===== config.mk =====
export PLATFORM = sky130hd
export DESIGN_NAME = rx_clock_div_flat
export DESIGN_NICKNAME = d
export VERILOG_FILES = /design/src/rtl/rx_clock_div_pkg.sv /design/src/rtl/rx_clock_div_if.sv /design/src/rtl/rx_div_counter.sv /design/src/rtl/rx_clock_div.sv /design/src/flat_wrapper.sv
export SDC_FILE = /design/constraint.sdc
export NUM_CORES = 1
export LEC_CHECK = 0
export CELL_PAD_IN_SITES_DETAIL_PLACEMENT = 0
export CELL_PAD_IN_SITES_GLOBAL_PLACEMENT = 1
export CORE_ASPECT_RATIO = 0.9
export CORE_UTILIZATION = 43
export DETAILED_ROUTE_END_ITERATION = 10
export PLACE_DENSITY = 0.87
export SLEW_MARGIN = 0
export SYNTH_ARGS = -nofsm -noshare
export SYNTH_HDL_FRONTEND = slang
export SYNTH_HIERARCHICAL = 1
export SYNTH_SLANG_ARGS = --single-unit

===== constraint.sdc =====
create_clock -name local_clk -period 2.7 [get_ports local_clk]
set_input_delay 0.54 -clock local_clk [delete_from_list [all_inputs] [get_ports local_clk]]
set_output_delay 0.54 -clock local_clk [all_outputs]
set_load 0.02 [all_outputs]

===== src/rtl/rx_clock_div_pkg.sv =====
// Shared definitions for the receive clock divider: gen encodings, divider
// periods and the sequencing FSM states.
package rx_clk_pkg;

    typedef enum logic [1:0] {
        GEN4     = 2'b00,
        GEN3     = 2'b01,
        GEN2     = 2'b10,
        GEN4_ALT = 2'b11
    } gen_e;

    typedef enum logic [1:0] {
        START,
        RUN,
        QUIESCE,
        SWITCH
    } state_e;

    localparam int unsigned SD_GEN4 = 2;
    localparam int unsigned SD_GEN3 = 4;
    localparam int unsigned SD_GEN2 = 8;
    localparam int unsigned DD_GEN4 = 16;
    localparam int unsigned DD_GEN3 = 33;
    localparam int unsigned DD_GEN2 = 66;

    // 11 aliases gen4 so that a 00<->11 change never looks like a gen switch
    function automatic gen_e gen_norm(input logic [1:0] g);
        return (g == GEN4_ALT) ? GEN4 : gen_e'(g);
    endfunction

    function automatic int unsigned sd_period(input gen_e g);
        case (g)
            GEN3:    return SD_GEN3;
            GEN2:    return SD_GEN2;
            default: return SD_GEN4;
        endcase
    endfunction

    function automatic int unsigned dd_period(input gen_e g);
        case (g)
            GEN3:    return DD_GEN3;
            GEN2:    return DD_GEN2;
            default: return DD_GEN4;
        endcase
    endfunction

endpackage


===== src/rtl/rx_clock_div_if.sv =====
// Lane-aligner side of the receive clock divider: gen select, slip handshake
// and the generated clocks/status.
interface rx_clock_div_if;

    logic [1:0] gen_speed;
    logic       slip_req;
    logic       slip_ack;
    logic       deser_clk;
    logic       dec_clk;
    logic       dec_stb;
    logic       clk_ready;

    modport master (
        output gen_speed, slip_req,
        input  slip_ack, deser_clk, dec_clk, dec_stb, clk_ready
    );

    modport slave (
        input  gen_speed, slip_req,
        output slip_ack, deser_clk, dec_clk, dec_stb, clk_ready
    );

endinterface


===== src/rtl/rx_div_counter.sv =====
// Modulo-N period counter with hold/clear and a registered clock flop that is
// high for the first N/2 counts of each period.
module rx_div_counter #(
    parameter int unsigned CNT_W = 7
) (
    input  logic             local_clk,
    input  logic             rst,
    input  logic [CNT_W-1:0] period_i,
    input  logic             hold_i,
    input  logic             clear_i,
    output logic             clk_o,
    output logic             wrap_o
);

    logic [CNT_W-1:0] cnt_q, cnt_d;
    logic             clk_q, clk_d;

    // Counter sits on its last value; the next unheld edge returns it to 0.
    assign wrap_o = (cnt_q == period_i - 1'b1);
    assign clk_o  = clk_q;

    always_comb begin
        cnt_d = cnt_q;
        clk_d = clk_q;
        if (clear_i) begin
            cnt_d = '0;
            clk_d = 1'b0;
        end else if (!hold_i) begin
            cnt_d = wrap_o ? '0 : cnt_q + 1'b1;
            clk_d = (cnt_q < (period_i >> 1));
        end
    end

    always_ff @(posedge local_clk or negedge rst) begin
        if (!rst) begin
            cnt_q <= '0;
            clk_q <= 1'b0;
        end else begin
            cnt_q <= cnt_d;
            clk_q <= clk_d;
        end
    end

endmodule


===== src/rtl/rx_clock_div.sv =====
// Receive clock generator: derives deser_clk and dec_clk from local_clk with
// one-cycle slip adjustment and glitch-free gen switching.
module rx_clock_div
    import rx_clk_pkg::*;
#(
    parameter int unsigned QUIET_CYC = 8,
    parameter int unsigned CNT_W     = 7
) (
    input logic           local_clk,
    input logic           rst,
    rx_clock_div_if.slave bus
);

    localparam int unsigned    QW         = $clog2(QUIET_CYC);
    localparam logic [QW-1:0]  QUIET_LAST = QW'(QUIET_CYC - 1);

    state_e           state_q, state_d;
    gen_e             gen_q, gen_d;
    logic [QW-1:0]    quiet_q, quiet_d;
    logic             slip_used_q, slip_used_d;
    logic             slip_ack_q, slip_ack_d;
    logic             dec_stb_q, dec_stb_d;
    logic             clk_ready_q, clk_ready_d;
    logic             gen_change, slip_accept;
    logic             dd_clear, sd_clear, dd_wrap, dd_zero_next;
    logic             deser_clk, dec_clk, sd_wrap_unused;
    logic [CNT_W-1:0] sd_per, dd_per;

    assign sd_per = CNT_W'(sd_period(gen_q));
    assign dd_per = CNT_W'(dd_period(gen_q));

    rx_div_counter #(.CNT_W(CNT_W)) u_sd (
        .local_clk (local_clk),
        .rst       (rst),
        .period_i  (sd_per),
        .hold_i    (slip_accept),
        .clear_i   (sd_clear),
        .clk_o     (deser_clk),
        .wrap_o    (sd_wrap_unused)
    );

    rx_div_counter #(.CNT_W(CNT_W)) u_dd (
        .local_clk (local_clk),
        .rst       (rst),
        .period_i  (dd_per),
        .hold_i    (slip_accept),
        .clear_i   (dd_clear),
        .clk_o     (dec_clk),
        .wrap_o    (dd_wrap)
    );

    always_comb begin
        gen_change  = (gen_norm(bus.gen_speed) != gen_q);
        state_d     = state_q;
        gen_d       = gen_q;
        quiet_d     = quiet_q;
        slip_accept = 1'b0;
        dd_clear    = 1'b0;
        case (state_q)
            START, SWITCH: begin
                dd_clear = 1'b1;
                quiet_d  = quiet_q + 1'b1;
                if (quiet_q == QUIET_LAST) begin
                    quiet_d = '0;
                    gen_d   = gen_norm(bus.gen_speed);
                    state_d = RUN;
                end
            end
            RUN: begin
                // dec_stb_q marks dd_cnt==0; slipping there would split strobe and rise
                if (gen_change) state_d = QUIESCE;
                else            slip_accept = bus.slip_req && !slip_used_q && !dec_stb_q;
            end
            QUIESCE: begin
                if (dd_wrap) state_d = SWITCH;
            end
            default: state_d = START;
        endcase
        sd_clear = dd_clear || ((state_q == QUIESCE) && dd_wrap);
    end

    assign dd_zero_next = dd_clear || (dd_wrap && !slip_accept);
    assign slip_used_d  = slip_accept || (slip_used_q && !dd_zero_next);
    assign slip_ack_d   = slip_accept;
    assign dec_stb_d    = (state_d == RUN) && dd_zero_next;
    assign clk_ready_d  = (state_d == RUN);

    always_ff @(posedge local_clk or negedge rst) begin
        if (!rst) begin
            state_q     <= START;
            gen_q       <= GEN4;
            quiet_q     <= '0;
            slip_used_q <= 1'b0;
            slip_ack_q  <= 1'b0;
            dec_stb_q   <= 1'b0;
            clk_ready_q <= 1'b0;
        end else begin
            state_q     <= state_d;
            gen_q       <= gen_d;
            quiet_q     <= quiet_d;
            slip_used_q <= slip_used_d;
            slip_ack_q  <= slip_ack_d;
            dec_stb_q   <= dec_stb_d;
            clk_ready_q <= clk_ready_d;
        end
    end

    assign bus.deser_clk = deser_clk;
    assign bus.dec_clk   = dec_clk;
    assign bus.slip_ack  = slip_ack_q;
    assign bus.dec_stb   = dec_stb_q;
    assign bus.clk_ready = clk_ready_q;

endmodule


===== src/flat_wrapper.sv =====
// flat-port wrapper written by rule: the top's interface ports become plain ports
module rx_clock_div_flat import rx_clk_pkg::*;
#(
    parameter int unsigned QUIET_CYC = 8,
    parameter int unsigned CNT_W     = 7
)
  (local_clk, rst, bus_gen_speed, bus_slip_req, bus_slip_ack, bus_deser_clk, bus_dec_clk, bus_dec_stb, bus_clk_ready);
  rx_clock_div_if bus_i ();
  input logic local_clk;
  input logic rst;
  input wire logic [$bits(bus_i.gen_speed)-1:0] bus_gen_speed;
  input wire logic [$bits(bus_i.slip_req)-1:0] bus_slip_req;
  output wire logic [$bits(bus_i.slip_ack)-1:0] bus_slip_ack;
  output wire logic [$bits(bus_i.deser_clk)-1:0] bus_deser_clk;
  output wire logic [$bits(bus_i.dec_clk)-1:0] bus_dec_clk;
  output wire logic [$bits(bus_i.dec_stb)-1:0] bus_dec_stb;
  output wire logic [$bits(bus_i.clk_ready)-1:0] bus_clk_ready;
  assign bus_i.gen_speed = bus_gen_speed;
  assign bus_i.slip_req = bus_slip_req;
  assign bus_slip_ack = bus_i.slip_ack;
  assign bus_deser_clk = bus_i.deser_clk;
  assign bus_dec_clk = bus_i.dec_clk;
  assign bus_dec_stb = bus_i.dec_stb;
  assign bus_clk_ready = bus_i.clk_ready;
  rx_clock_div #(.QUIET_CYC(QUIET_CYC), .CNT_W(CNT_W)) u_core (.local_clk(local_clk), .rst(rst), .bus(bus_i));
endmodule

==> run metrics <==
residual DRC count=0; minimum clock period after layout=roughly 2.5 ns; Nets=311; Hold Path Class=register to register; Worst path slowest cell=dfrtp_1; status=finished clean; Reg area=around 680 µm²; Ant. Diodes=0; clk sinks=27; initial antenna violation count=0; num rows=24; CP arrival=approximately 2.7 ns; dpl hpwl=~3500 µm; vias in the first global route=1,690; Cell Area, Synth=0.00223 mm²; Root Driver=clkbuf_8; H-tree depth=1; Tcrit/Tclk final=0.934; Clk Latency, worst-skew pair=0.27 ns; startpoint types=register; TNS Setup=0 ns; CP required=around 2.9 ns; Hold Fails Final Rpt=0; M3 GR Usage=0.0183; core area=0.00492 mm²; buffers added on ports=9; Avg Vias per Cell=approximately 5.2; DRT Pass-1 Iters=4; Critical Path Sink Type=register; Die ar.=roughly 0.0055 mm²; hold_ws=0.505 ns; Synthesis Warnings=6; synthesized netlist cell count=roughly 240; WL/cell=roughly 13 µm; DRC marker count from the first detailed-route iteration=85; Layout Area Growth over Synthesis=19.8%; GR Util All Layers=0.180; Routed Antenna Nets=0; first-pass GRT wire length=roughly 8000 µm; Num CTS Buffers=3; share of layout cells above drive strength 1=0.201; total placed cells including tap cells=roughly 340; Final Setup Violations=0; Congestion Overflow GR=0; worst setup margin=0.177 ns; DR vias=about 1,800; final non-filler cell total=~350; Critical Path Max Stage Delay=0.44 ns; fmax=between 0.3 and 0.4 GHz; Die Y=~70 µm; DRT Wirelength=around 4600 µm; gpl congestion=between 0.8 and 0.9; GR Util met1=0.262; clk buf depth=2; critical setup path kind=register to register; final clock skew=0.00278 ns; post-synthesis area per instance=just over 9 µm²; Core Util, Final=0.542; VDD IR max=slightly below 0.4 mV; # fillers=465; GRT Max-Usage Layer=met2; pre-CTS WS=roughly 0.16 ns; Slew Limit Fails=0; largest net degree at the start of global routing=28; worst-path cell chain=inv_1 > ha_2 > inv_1 > ha_2 > o211a_1 > o31a_1 > nor3_2 > a21oi_2 > or3b_1 > o21a_2 > a211oi_2; met2 GRT Util=0.281; Leak Pwr=0.00125 µW; Worst Path Max Fanout=5; power density over the cells=around 470 mW/mm²; num ports=10; max-cap viol count=0; Reg clk slew, reported paths=approximately 0.090 ns; multi-input logic area=approximately 0.0015 mm²; CTS tree=yes; initial core utilization=0.452; Die W=a little under 80 µm
[layout by cell type (no fill, tap or decap), drive strengths merged, types with 3 or more instances in the layout]
master / count
o21ai: 11
xor2: 13
nor4: 7
nand4: 6
buf: 20
nor3: 3
and3: 6
clkbuf: 4
a2111oi: 8
ha: 21
a21o: 3
o31a: 3
xnor2: 6
o31ai: 4
nand2: 17
a21oi: 9
conb: 20
nand3: 10
dfrtp: 27
clkdlybuf4s50: 9
mux2: 3
nor2: 12
inv: 31
[per-stage QoR]
stage	instance area, µm²	total power [µW]
after floorplan	2310	921
after global placement	2590	1020
after detailed placement	2590	1040
after CTS	2640	1270
after global routing	2670	1360
final	2670	1270
[final timing paths]
path / startpoint / endpoint / slack [ns] / cells after the start
min in group asynchronous: rst / u_core/state_q[1]$_DFF_PN0_ / 0.63 / 2
max reg2reg: u_core/gen_q[1]$_DFFE_PN0P_ / u_core/bus.dec_stb$_DFF_PN0_ / 0.18 / 11
min reg2reg: u_core/slip_used_q$_DFF_PN0_ / u_core/slip_used_q$_DFF_PN0_ / 0.50 / 1
max: u_core/gen_q[1]$_DFFE_PN0P_ / u_core/bus.dec_stb$_DFF_PN0_ / 0.18 / 11
min: u_core/slip_used_q$_DFF_PN0_ / u_core/slip_used_q$_DFF_PN0_ / 0.50 / 1
max in group asynchronous: rst / u_core/u_sd/cnt_q[6]$_DFFE_PN0P_ / 1.80 / 2
[timing repair]
action | 4_1_cts | 5_1_grt
resized for setup | 0 | 5
endpoints found under the setup margin | 0 | 3
buffers inserted | 0 | 1
hold buffers | 0 | 0
[power by group]
part           switching (µW)  internal, µW
Clock                     127           106
Combinational             231           229
Sequential                112           463
Total                     470           797
[cell type report]
| class | instances | share of cell area |
|---|---|---|
| Multi-Input combinational cell | 193 | 0.566 |
| Sequential cell | 27 | 0.253 |
| Timing Repair Buffer | 29 | 0.0901 |
| Inverter | 31 | 0.0436 |
| Tap cell | 65 | 0.0305 |
| Clock buffer | 4 | 0.0169 |
[worst max-delay path, delay by kind of cell, from the launching register on]
family,cells,cell delay [ns]
flip-flops,1,0.44
buffers and inverters,2,0.14
AND/OR/NAND/NOR,2,0.61
adder cells (fa/ha/maj),2,0.40
AO/OA/AOI/OAI,5,0.88
[state kept, by name, indices dropped and copies added, names as in the netlist]
name                  count
u_core/u_dd/cnt_q         7
u_core/u_sd/cnt_q         7
u_core/quiet_q            3
u_core/gen_q              2
u_core/state_q            2
u_core/bus.clk_ready      1
u_core/bus.dec_stb        1
u_core/bus.slip_ack       1
u_core/slip_used_q        1
u_core/u_dd/clk_o         1
u_core/u_sd/clk_o         1
[routing by layer]
metal,up-vias,part of all wire
met5,-,0
met4,0,0.011
met3,4,0.023
met2,23,0.46
met1,839,0.51
li1,938,-
(Power assumes the default switching activity.)
